[src/rtl/ps2_key_event_queue_if.sv]
// Byte-in / event-out bundle for ps2_key_event_queue.
// The slave modport is the queue itself; the master side feeds bytes and consumes events.
interface ps2_key_event_queue_if #(
  parameter int FIFO_DEPTH = 8
);
  localparam int CW = $clog2(FIFO_DEPTH) + 1;

  logic [7:0]    rx_data;
  logic          rx_valid;
  logic [13:0]   evt_data;
  logic          evt_valid;
  logic          evt_ready;
  logic [CW-1:0] evt_count;
  logic          overflow;
  logic          caps_lock;

  modport slave (
    input  rx_data, rx_valid, evt_ready,
    output evt_data, evt_valid, evt_count, overflow, caps_lock
  );

  modport master (
    output rx_data, rx_valid, evt_ready,
    input  evt_data, evt_valid, evt_count, overflow, caps_lock
  );
endinterface

[src/rtl/ps2_key_event_queue.sv]
// PS/2 set-2 decoder with modifier/caps tracking feeding a valid/ready event FIFO.
// Event word: {brk, ext, shift, ctrl, alt, caps, code[7:0]}.
module ps2_key_event_queue #(
  parameter int FIFO_DEPTH   = 8,
  parameter bit REPORT_BREAK = 1'b0,
  parameter bit QUEUE_MODS   = 1'b0
) (
  input  logic                  clk,
  input  logic                  reset,
  ps2_key_event_queue_if.slave  bus
);
  localparam int AW = $clog2(FIFO_DEPTH);
  localparam int CW = AW + 1;

  // Held-bit order: lshift, rshift, lctrl, rctrl, lalt, ralt.
  localparam logic [47:0] MOD_CODES = {8'h11, 8'h11, 8'h14, 8'h14, 8'h59, 8'h12};
  localparam logic [5:0]  MOD_EXTS  = 6'b101000;

  typedef enum logic [2:0] {S_IDLE, S_BRK, S_EXT, S_EXT_BRK, S_PAUSE} state_t;

  state_t        state_q, state_d;
  logic [2:0]    skip_q, skip_d;
  logic [5:0]    held_q, held_d;
  logic          caps_q, caps_d;
  logic          caps_held_q, caps_held_d;
  logic          overflow_q, overflow_d;
  logic [AW-1:0] wr_q, wr_d, rd_q, rd_d;
  logic [CW-1:0] count_q, count_d;
  logic [13:0]   mem_q [FIFO_DEPTH];

  logic          dec_evt, dec_brk, dec_ext;
  logic [7:0]    dec_code;
  logic [5:0]    mod_sel;
  logic          is_caps, is_mod, push_req, push, pop, full, empty;
  logic [13:0]   evt_word;

  always_comb begin
    state_d  = state_q;
    skip_d   = skip_q;
    dec_evt  = 1'b0;
    dec_brk  = 1'b0;
    dec_ext  = 1'b0;
    dec_code = bus.rx_data;
    if (bus.rx_valid) begin
      unique case (state_q)
        S_IDLE: begin
          case (bus.rx_data)
            8'hF0: state_d = S_BRK;
            8'hE0: state_d = S_EXT;
            8'hE1: begin
              state_d = S_PAUSE;
              skip_d  = 3'd7;
            end
            8'h00, 8'hAA, 8'hEE, 8'hFA, 8'hFE, 8'hFF: ;
            default: dec_evt = 1'b1;
          endcase
        end
        S_BRK: begin
          dec_evt = 1'b1;
          dec_brk = 1'b1;
          state_d = S_IDLE;
        end
        S_EXT: begin
          if (bus.rx_data == 8'hF0) begin
            state_d = S_EXT_BRK;
          end else begin
            // E0 12 is the fake shift some keyboards wrap around nav keys.
            dec_evt = (bus.rx_data != 8'h12);
            dec_ext = 1'b1;
            state_d = S_IDLE;
          end
        end
        S_EXT_BRK: begin
          dec_evt = 1'b1;
          dec_brk = 1'b1;
          dec_ext = 1'b1;
          state_d = S_IDLE;
        end
        S_PAUSE: begin
          skip_d = skip_q - 3'd1;
          if (skip_q == 3'd1) begin
            dec_evt  = 1'b1;
            dec_code = 8'hE1;
            state_d  = S_IDLE;
          end
        end
        default: state_d = S_IDLE;
      endcase
    end
  end

  for (genvar gi = 0; gi < 6; gi++) begin : g_mod
    assign mod_sel[gi] = (dec_code == MOD_CODES[gi*8 +: 8]) && (dec_ext == MOD_EXTS[gi]);
  end

  assign is_caps = (dec_code == 8'h58) && !dec_ext;
  assign is_mod  = (|mod_sel) || is_caps;

  always_comb begin
    held_d      = held_q;
    caps_held_d = caps_held_q;
    caps_d      = caps_q;
    if (dec_evt) begin
      for (int i = 0; i < 6; i++) begin
        if (mod_sel[i]) held_d[i] = !dec_brk;
      end
      if (is_caps) begin
        caps_held_d = !dec_brk;
        if (!dec_brk && !caps_held_q) caps_d = !caps_q;
      end
    end
  end

  // Modifiers are the pre-byte snapshot; caps is post-toggle so the key that flips it reports the new case.
  assign evt_word = {dec_brk, dec_ext, held_q[0] | held_q[1], held_q[2] | held_q[3],
                     held_q[4] | held_q[5], caps_d, dec_code};

  assign push_req = dec_evt && !(dec_brk && !REPORT_BREAK) && !(is_mod && !QUEUE_MODS);
  assign full     = (count_q == CW'(FIFO_DEPTH));
  assign empty    = (count_q == '0);
  assign pop      = !empty && bus.evt_ready;
  assign push     = push_req && (!full || pop);

  always_comb begin
    wr_d       = push ? wr_q + 1'b1 : wr_q;
    rd_d       = pop  ? rd_q + 1'b1 : rd_q;
    overflow_d = overflow_q || (push_req && full && !pop);
    unique case ({push, pop})
      2'b10:   count_d = count_q + 1'b1;
      2'b01:   count_d = count_q - 1'b1;
      default: count_d = count_q;
    endcase
  end

  always_ff @(posedge clk or negedge reset) begin
    if (!reset) begin
      state_q     <= S_IDLE;
      skip_q      <= '0;
      held_q      <= '0;
      caps_q      <= 1'b0;
      caps_held_q <= 1'b0;
      overflow_q  <= 1'b0;
      wr_q        <= '0;
      rd_q        <= '0;
      count_q     <= '0;
    end else begin
      state_q     <= state_d;
      skip_q      <= skip_d;
      held_q      <= held_d;
      caps_q      <= caps_d;
      caps_held_q <= caps_held_d;
      overflow_q  <= overflow_d;
      wr_q        <= wr_d;
      rd_q        <= rd_d;
      count_q     <= count_d;
    end
  end

  // Storage is not reset; the empty flag masks stale contents on evt_data.
  always_ff @(posedge clk) begin
    if (push) mem_q[wr_q] <= evt_word;
  end

  assign bus.evt_data  = empty ? '0 : mem_q[rd_q];
  assign bus.evt_valid = !empty;
  assign bus.evt_count = count_q;
  assign bus.overflow  = overflow_q;
  assign bus.caps_lock = caps_q;
endmodule

[src/flat_wrapper.sv]
// flat-port wrapper written by rule: the top's interface ports become plain ports
module ps2_key_event_queue_flat 
#(
  parameter int FIFO_DEPTH   = 8,
  parameter bit REPORT_BREAK = 1'b0,
  parameter bit QUEUE_MODS   = 1'b0
)
  (clk, reset, bus_rx_data, bus_rx_valid, bus_evt_ready, bus_evt_data, bus_evt_valid, bus_evt_count, bus_overflow, bus_caps_lock);
  ps2_key_event_queue_if #(.FIFO_DEPTH(FIFO_DEPTH)) bus_i ();
  input  logic clk;
  input  logic reset;
  input wire logic [$bits(bus_i.rx_data)-1:0] bus_rx_data;
  input wire logic [$bits(bus_i.rx_valid)-1:0] bus_rx_valid;
  input wire logic [$bits(bus_i.evt_ready)-1:0] bus_evt_ready;
  output wire logic [$bits(bus_i.evt_data)-1:0] bus_evt_data;
  output wire logic [$bits(bus_i.evt_valid)-1:0] bus_evt_valid;
  output wire logic [$bits(bus_i.evt_count)-1:0] bus_evt_count;
  output wire logic [$bits(bus_i.overflow)-1:0] bus_overflow;
  output wire logic [$bits(bus_i.caps_lock)-1:0] bus_caps_lock;
  assign bus_i.rx_data = bus_rx_data;
  assign bus_i.rx_valid = bus_rx_valid;
  assign bus_i.evt_ready = bus_evt_ready;
  assign bus_evt_data = bus_i.evt_data;
  assign bus_evt_valid = bus_i.evt_valid;
  assign bus_evt_count = bus_i.evt_count;
  assign bus_overflow = bus_i.overflow;
  assign bus_caps_lock = bus_i.caps_lock;
  ps2_key_event_queue #(.FIFO_DEPTH(FIFO_DEPTH), .REPORT_BREAK(REPORT_BREAK), .QUEUE_MODS(QUEUE_MODS)) u_core (.clk(clk), .reset(reset), .bus(bus_i));
endmodule
[config.mk]
export PLATFORM = sky130hd
export DESIGN_NAME = ps2_key_event_queue_flat
export DESIGN_NICKNAME = d
export VERILOG_FILES = /design/src/rtl/ps2_key_event_queue_if.sv /design/src/rtl/ps2_key_event_queue.sv /design/src/flat_wrapper.sv
export SDC_FILE = /design/constraint.sdc
export NUM_CORES = 1
export LEC_CHECK = 0
export ABC_AREA = 1
export CAP_MARGIN = 10
export CORE_MARGIN = 3
export CORE_UTILIZATION = 45
export DETAILED_ROUTE_END_ITERATION = 12
export MAX_ROUTING_LAYER = met4
export PLACE_DENSITY = 0.74
export SETUP_SLACK_MARGIN = 0.4
export SLEW_MARGIN = 20
export SYNTH_ARGS = -nofsm -noshare
export SYNTH_HDL_FRONTEND = slang
export SYNTH_SLANG_ARGS = --single-unit
[constraint.sdc]
create_clock -name clk -period 6.72 [get_ports clk]
set_input_delay 1.344 -clock clk [delete_from_list [all_inputs] [get_ports clk]]
set_output_delay 1.344 -clock clk [all_outputs]
set_load 0.005 [all_outputs]
==> results.json, run 1 <==
{
  "fmax_ghz": 0.220,
  "gp_congestion": 0.879,
  "num_io_pins": 33,
  "clk_latency_ns": 0.41,
  "critical_path_class": "reg2out",
  "syn-num-nets": 617,
  "drive_above_1_share": 0.110,
  "syn_area_per_cell_sq_um": 10.4,
  "max_slew_margin": 0.309,
  "numClockSinks": 137,
  "cts_resized": 0,
  "hold_path_class": "reg2reg",
  "die_w_um": 124,
  "drv_slew": 0,
  "peakVddDrop_mv": 0.200,
  "grt_setup_unrepaired": "no",
  "required_ns": 5.38,
  "syn_inst": 598,
  "worst-path-max-fanout": 30,
  "syn_to_final_growth_pct": 17.0,
  "critPathCaptureType": "output pin",
  "power.density_nw_per_um2": 435,
  "grt_pass1_wl_mm": 21.6,
  "path_clk_slew_ns": 0.06,
  "core_sq_um": 13400,
  "layout_setup_ws_ns": 2.18,
  "synth_seq_area_share": 0.640,
  "critPathLaunchType": "flop",
  "grt_max_degree": 60,
  "place_worst_setup_slack_ns": 2.17,
  "start_util": 0.465,
  "grt.total_usage": 0.191,
  "dr.pass1.iters": 6,
  "cts_max_path_buffers": 2,
  "worst_pin_slew_ns": 1.04,
  "grt_pass1_vias": 4269,
  "die_y_um": 124,
  "rows": 42,
  "antenna_left": 0,
  "post_drt_wl_per_cell_um": 16.5,
  "cts_max_level": 4,
  "viasPerCell": 5.47,
  "vias": 4450,
  "wirelength_mm": 13.4,
  "cp.arrival_ns": 3.19,
  "max_cap_viol_count": 0,
  "fin_crit_sh": 0.675,
  "fillers": 1091,
  "hold_buffers": 0,
  "setup_tns_ns": 0,
  "cts_buffers": 17,
  "ys_ff_latch": 137,
  "cts_tree": "done",
  "clock-root-buffer": "clkbuf_16",
  "n_antenna_cell": 0,
  "ys_warn_count": 0,
  "finalClockSkew_ns": 0.00895,
  "grt.overflow.total": 0,
  "hpwl_mm": 8.16,
  "port_buffers": 32,
  "seq_area_sq_um": 3990,
  "synthesis.area_sq_um": 6230,
  "nets": 646,
  "power.leakage_nw": 2.74,
  "min_period_ns": 4.54,
  "ys_types": 35,
  "hold_violations": 0,
  "drc": 0,
  "drt-initial-drc-count": 398,
  "multiInputGateArea_sq_um": 1930,
  "outcome": "completed",
  "hold_ws_ns": 0.478,
  "setup_violations": 0,
  "cts_setup_buffers": 0,
  "antenna_found_initial": 0,
  "dieArea_sq_um": 15300
}
-- routing by layer --
metal / track usage / wire, um / up-vias
met5: - / 0 / -
met4: 0.0581 / 210 / 0
met3: 0.0509 / 893 / 20
met2: 0.310 / 6790 / 183
met1: 0.236 / 5560 / 2121
li1: - / - / 2126
-- worst paths after layout --
check                                    startpoint                      end  slack (ns)  depth (start not counted)
worst min register to register  u_core.bus.overflow      u_core.bus.overflow        0.48                          1
max in group asynchronous                     reset       u_core.caps_held_q        5.16                          2
worst max-delay path                 u_core.rd_q[1]          bus_evt_data[0]        2.18                          7
min in group asynchronous                     reset        u_core.state_q[1]        1.30                          2
worst min-delay path            u_core.bus.overflow      u_core.bus.overflow        0.48                          1
worst max register to register     u_core.skip_q[1]  u_core.bus.evt_count[2]        3.35                         17
-- per-stage QoR --
step | cell area (sq um) | power (mW) | utilization | instances
floorplan | 6230 | 1.81 | - | 598
global placement | 6690 | 2.19 | 0.499 | 784
detailed placement | 6690 | 2.23 | 0.499 | 784
CTS | 7290 | 3.18 | 0.544 | 814
global route | 7290 | 3.36 | 0.544 | 814
finish | 7290 | 3.17 | 0.544 | 814
-- report_power, final --
group	switching [mW]	internal, mW	leakage [nW]
registers	0.0636	1.05	1.33
logic	0.673	0.440	1.12
clock network	0.335	0.616	0.290
-- final cells by class --
type                            instances  share of cell area
Clock inverter                         12              0.0240
Clock buffer                           18              0.0589
Timing Repair Buffer                   36              0.0481
Tap cell                              176              0.0302
Sequential cell                       137               0.547
Multi-Input combinational cell        383               0.265
Inverter                               52              0.0268
-- state kept, by name (all words and copies together) (netlist names) --
register,count
u_core.state_q,3
u_core.wr_q,3
u_core.bus.overflow,1
u_core.held_q,6
u_core.bus.caps_lock,1
u_core.caps_held_q,1
u_core.mem_q,112
u_core.rd_q,3
u_core.bus.evt_count,4
u_core.skip_q,3
-- worst max-delay path, stage by stage (launching register included) --
cell,delay (ns)
dfrtp_1,0.35
buf_4,0.23
inv_1,0.79
o21ai_0,0.21
o22ai_1,0.19
o21ai_0,0.10
a31oi_1,0.33
clkdlybuf4s50_1,0.57
-- cell usage after synthesis (all sizes together) --
cell      n  area [sq um]
a21oi    12          71.3
a22oi     1          7.51
a31oi    16           100
buf       4          32.5
clkbuf   22          82.6
clkinv    1          3.75
dfrtp    25           626
edfxtp  112          3360
ha        7          87.6
inv      51           191
nand2    70           280
nand3    21           115
nand4     9          77.6
nor2    124           500
nor3      4          25.0
nor4      1          6.26
o211ai    1          7.51
o21ai    85           425
o21bai    1          7.51
o22ai    14          87.6
o31ai     4          30.0
or2       5          31.3
xnor2     2          17.5
xor2      6          52.6
-- kinds of logic after synthesis --
logic type	Yosys count	synth area share
adder cells (fa/ha/maj)	7	0.0141
AND/OR/NAND/NOR	234	0.166
XOR/XNOR	8	0.0112
buffers and inverters	78	0.0498
AO/OA/AOI/OAI	134	0.118
flip-flops	137	0.640
-- cells in the final DEF (no fill, tap or decap), types with 3 or more instances in the layout --
cell,synthesis,final
ha_1,7,7
clkdlybuf4s50_1,0,32
inv_2,8,8
clkbuf_16,0,17
o31ai_1,4,4
nand4_1,7,7
bufinv_16,0,4
nand2_2,7,7
nor2_2,11,11
nor3_1,3,3
or2_2,5,5
xor2_1,6,6
nand2_1,63,63
edfxtp_1,112,112
nand3_1,19,19
o21ai_1,2,3
nor2_1,112,112
a31oi_1,16,16
dfrtp_1,25,25
o21ai_0,83,82
a21oi_1,11,11
o22ai_1,14,14
inv_1,43,43
buf_4,0,4
Note: power is estimated with default switching activity, not from simulation.
==> run 2, diff against run 1 <==
Settings changed: PLACE_DENSITY 0.74 to 0.76.
Clock period 6.72 ns to 3.78 ns, I/O delays scaled along.
==> run 2 against run 1 <==
Effect of this change: first-iteration DRC count increased by 43%; setup slack got worse by 1.7 ns; sequential share of layout area down 1.1 points; critical path depth unchanged; clock power rose by 78%; combinational power increased by 84%; cell area up 2.0%; non-clock buffer count grew 18; die area unchanged; via count grew 1.4%; sequential cell count unchanged; utilization grew 1.1 points; critical path type unchanged; largest power group is now combinational logic.
==> results.json, run 2 (synthesized netlist as in run 1, its figures left out) <==
{
  "largest_reg_flops": 112,
  "syn_to_final_growth_pct": 19.4,
  "vias": 4511,
  "worst-r2r-cell-count": 17,
  "fin_crit_sh": 0.868,
  "dieArea_sq_um": 15300,
  "outcome": "completed",
  "worst-path-max-fanout": 17,
  "die_w_um": 124,
  "final_cell_mix": "nor2_1 (112), edfxtp_1 (112), o21ai_0 (82)",
  "critPathLaunchType": "flop",
  "stdcell_count": 834,
  "fmax_ghz": 0.305,
  "critPathCaptureType": "output pin",
  "nets": 664,
  "drv_slew": 0,
  "critical_path_class": "reg2out",
  "core_sq_um": 13400,
  "peakVddDrop_mv": 0.328,
  "clk_latency_ns": 0.42,
  "drc": 0,
  "n_antenna_cell": 0,
  "cp.arrival_ns": 2.52,
  "antenna_left": 0,
  "r2r_start": "u_core.skip_q[1]",
  "cts_buffers": 17,
  "path_clk_slew_ns": 0.06,
  "wirelength_mm": 13.7,
  "cts_tree": "done",
  "hpwl_mm": 8.64,
  "r2r-end": "u_core.bus.evt_count[2]",
  "required_ns": 3.02,
  "hold_violations": 0,
  "post_drt_wl_per_cell_um": 16.4,
  "power.density_nw_per_um2": 771,
  "gp_congestion": 0.962,
  "drt-initial-drc-count": 571,
  "stdcell_area_sq_um": 7440,
  "grt_pass1_wl_mm": 22.1,
  "die_y_um": 124,
  "total_power_mw": 5.73,
  "min_period_ns": 3.28,
  "rows": 42,
  "antenna_found_initial": 0,
  "grt_setup_unrepaired": "yes",
  "regMostFlops": "u_core.mem_q",
  "max_cap_viol_count": 0,
  "reg2reg_slack_ns": 0.82,
  "cts_max_path_buffers": 2,
  "dp.cells": 800,
  "grt.overflow.total": 0,
  "max_slew_margin": 0.508,
  "grt_max_degree": 35,
  "setup_violations": 0,
  "clock-root-buffer": "clkbuf_16",
  "numClockSinks": 137,
  "viasPerCell": 5.41,
  "num_io_pins": 33,
  "power.leakage_nw": 2.84,
  "cts_max_level": 4,
  "worst_pin_slew_ns": 0.734,
  "setup_tns_ns": 0,
  "drive_above_1_share": 0.141,
  "port_buffers": 32,
  "dr.pass1.iters": 6,
  "grt.total_usage": 0.197,
  "start_util": 0.465,
  "finalClockSkew_ns": 0.00814,
  "fin_util": 0.555,
  "dpl_cell_area_sq_um": 6800,
  "grt_pass1_vias": 4288,
  "hold_path_class": "in2async"
}
==> run 2: cell count changes in the layout (fill, tap and decap cells not counted) <==
cell and delta:
buf_4 +15, buf_6 +3, clkinv_2 +3, buf_2 +1, clkdlybuf4s50_1 -1, clkinv_4 -1, clkinvlp_4 +1, dfrtp_1 -1
dfrtp_2 +1, inv_1 -1, inv_2 +1, inv_6 -1
==> run 2: critical path, cell delays in order (launching register included) <==
cell and delay, ns:
dfrtp_2 0.51, inv_1 0.15, buf_6 0.20, o21ai_0 0.10
o22ai_1 0.18, o21ai_0 0.14, a31oi_1 0.27, clkdlybuf4s50_1 0.55
==> run 2: area by class of cell <==
class	instances	area, sq um
Timing Repair Buffer	54	492
Clock buffer	18	429
Tap cell	176	220
Clock inverter	14	180
Fill cell	1113	5960
Sequential cell	137	3990
Inverter	52	195
Multi-Input combinational cell	383	1930
==> run 2: worst max path at each step <==
| stage | startpoint | cells past startpoint | endpoint | slack, ns |
|---|---|---|---|---|
| finish | u_core.rd_q[1] | 7 | bus_evt_data[2] | 0.50 |
| detailed placement | bus_rx_data[1] | 18 | u_core.bus.evt_count[2] | 0.21 |
| global route | u_core.rd_q[1] | 7 | bus_evt_data[2] | 0.40 |
| floorplan | bus_rx_valid | 16 | u_core.bus.evt_count[2] | 0.89 |
| global placement | bus_rx_data[3] | 18 | u_core.bus.evt_count[2] | 0.37 |
| CTS | u_core.rd_q[1] | 7 | bus_evt_data[2] | 0.40 |
==> run 2: power by group <==
part	internal, mW	total, mW	switching [mW]
combinational	0.858	2.04	1.18
clock	1.09	1.69	0.595
sequential	1.86	2.00	0.145
==> run 2: routing by layer <==
| metal | track usage | vias up | wire length, um |
|---|---|---|---|
| li1 | - | 2168 | - |
| met1 | 0.247 | 2168 | 5810 |
| met2 | 0.310 | 157 | 6860 |
| met3 | 0.0477 | 18 | 859 |
| met4 | 0.0789 | 0 | 185 |
| met5 | - | - | 0 |
==> run 2: repair_timing <==
item	in CTS	in global routing
pin swaps	0	1
hold endpoints to repair	0	0
resized for setup	1	4
buffers inserted	0	2
endpoints found under the setup margin	1	3
hold buffers	0	0
==> run 2: stage by stage <==
| stage | hold slack (ns) | setup WS, ns |
|---|---|---|
| floorplan | 0.445 | 0.887 |
| global placement | 0.459 | 0.373 |
| detailed placement | 0.466 | 0.213 |
| CTS | 0.350 | 0.401 |
| global route | 0.376 | 0.404 |
| finish | 0.340 | 0.501 |
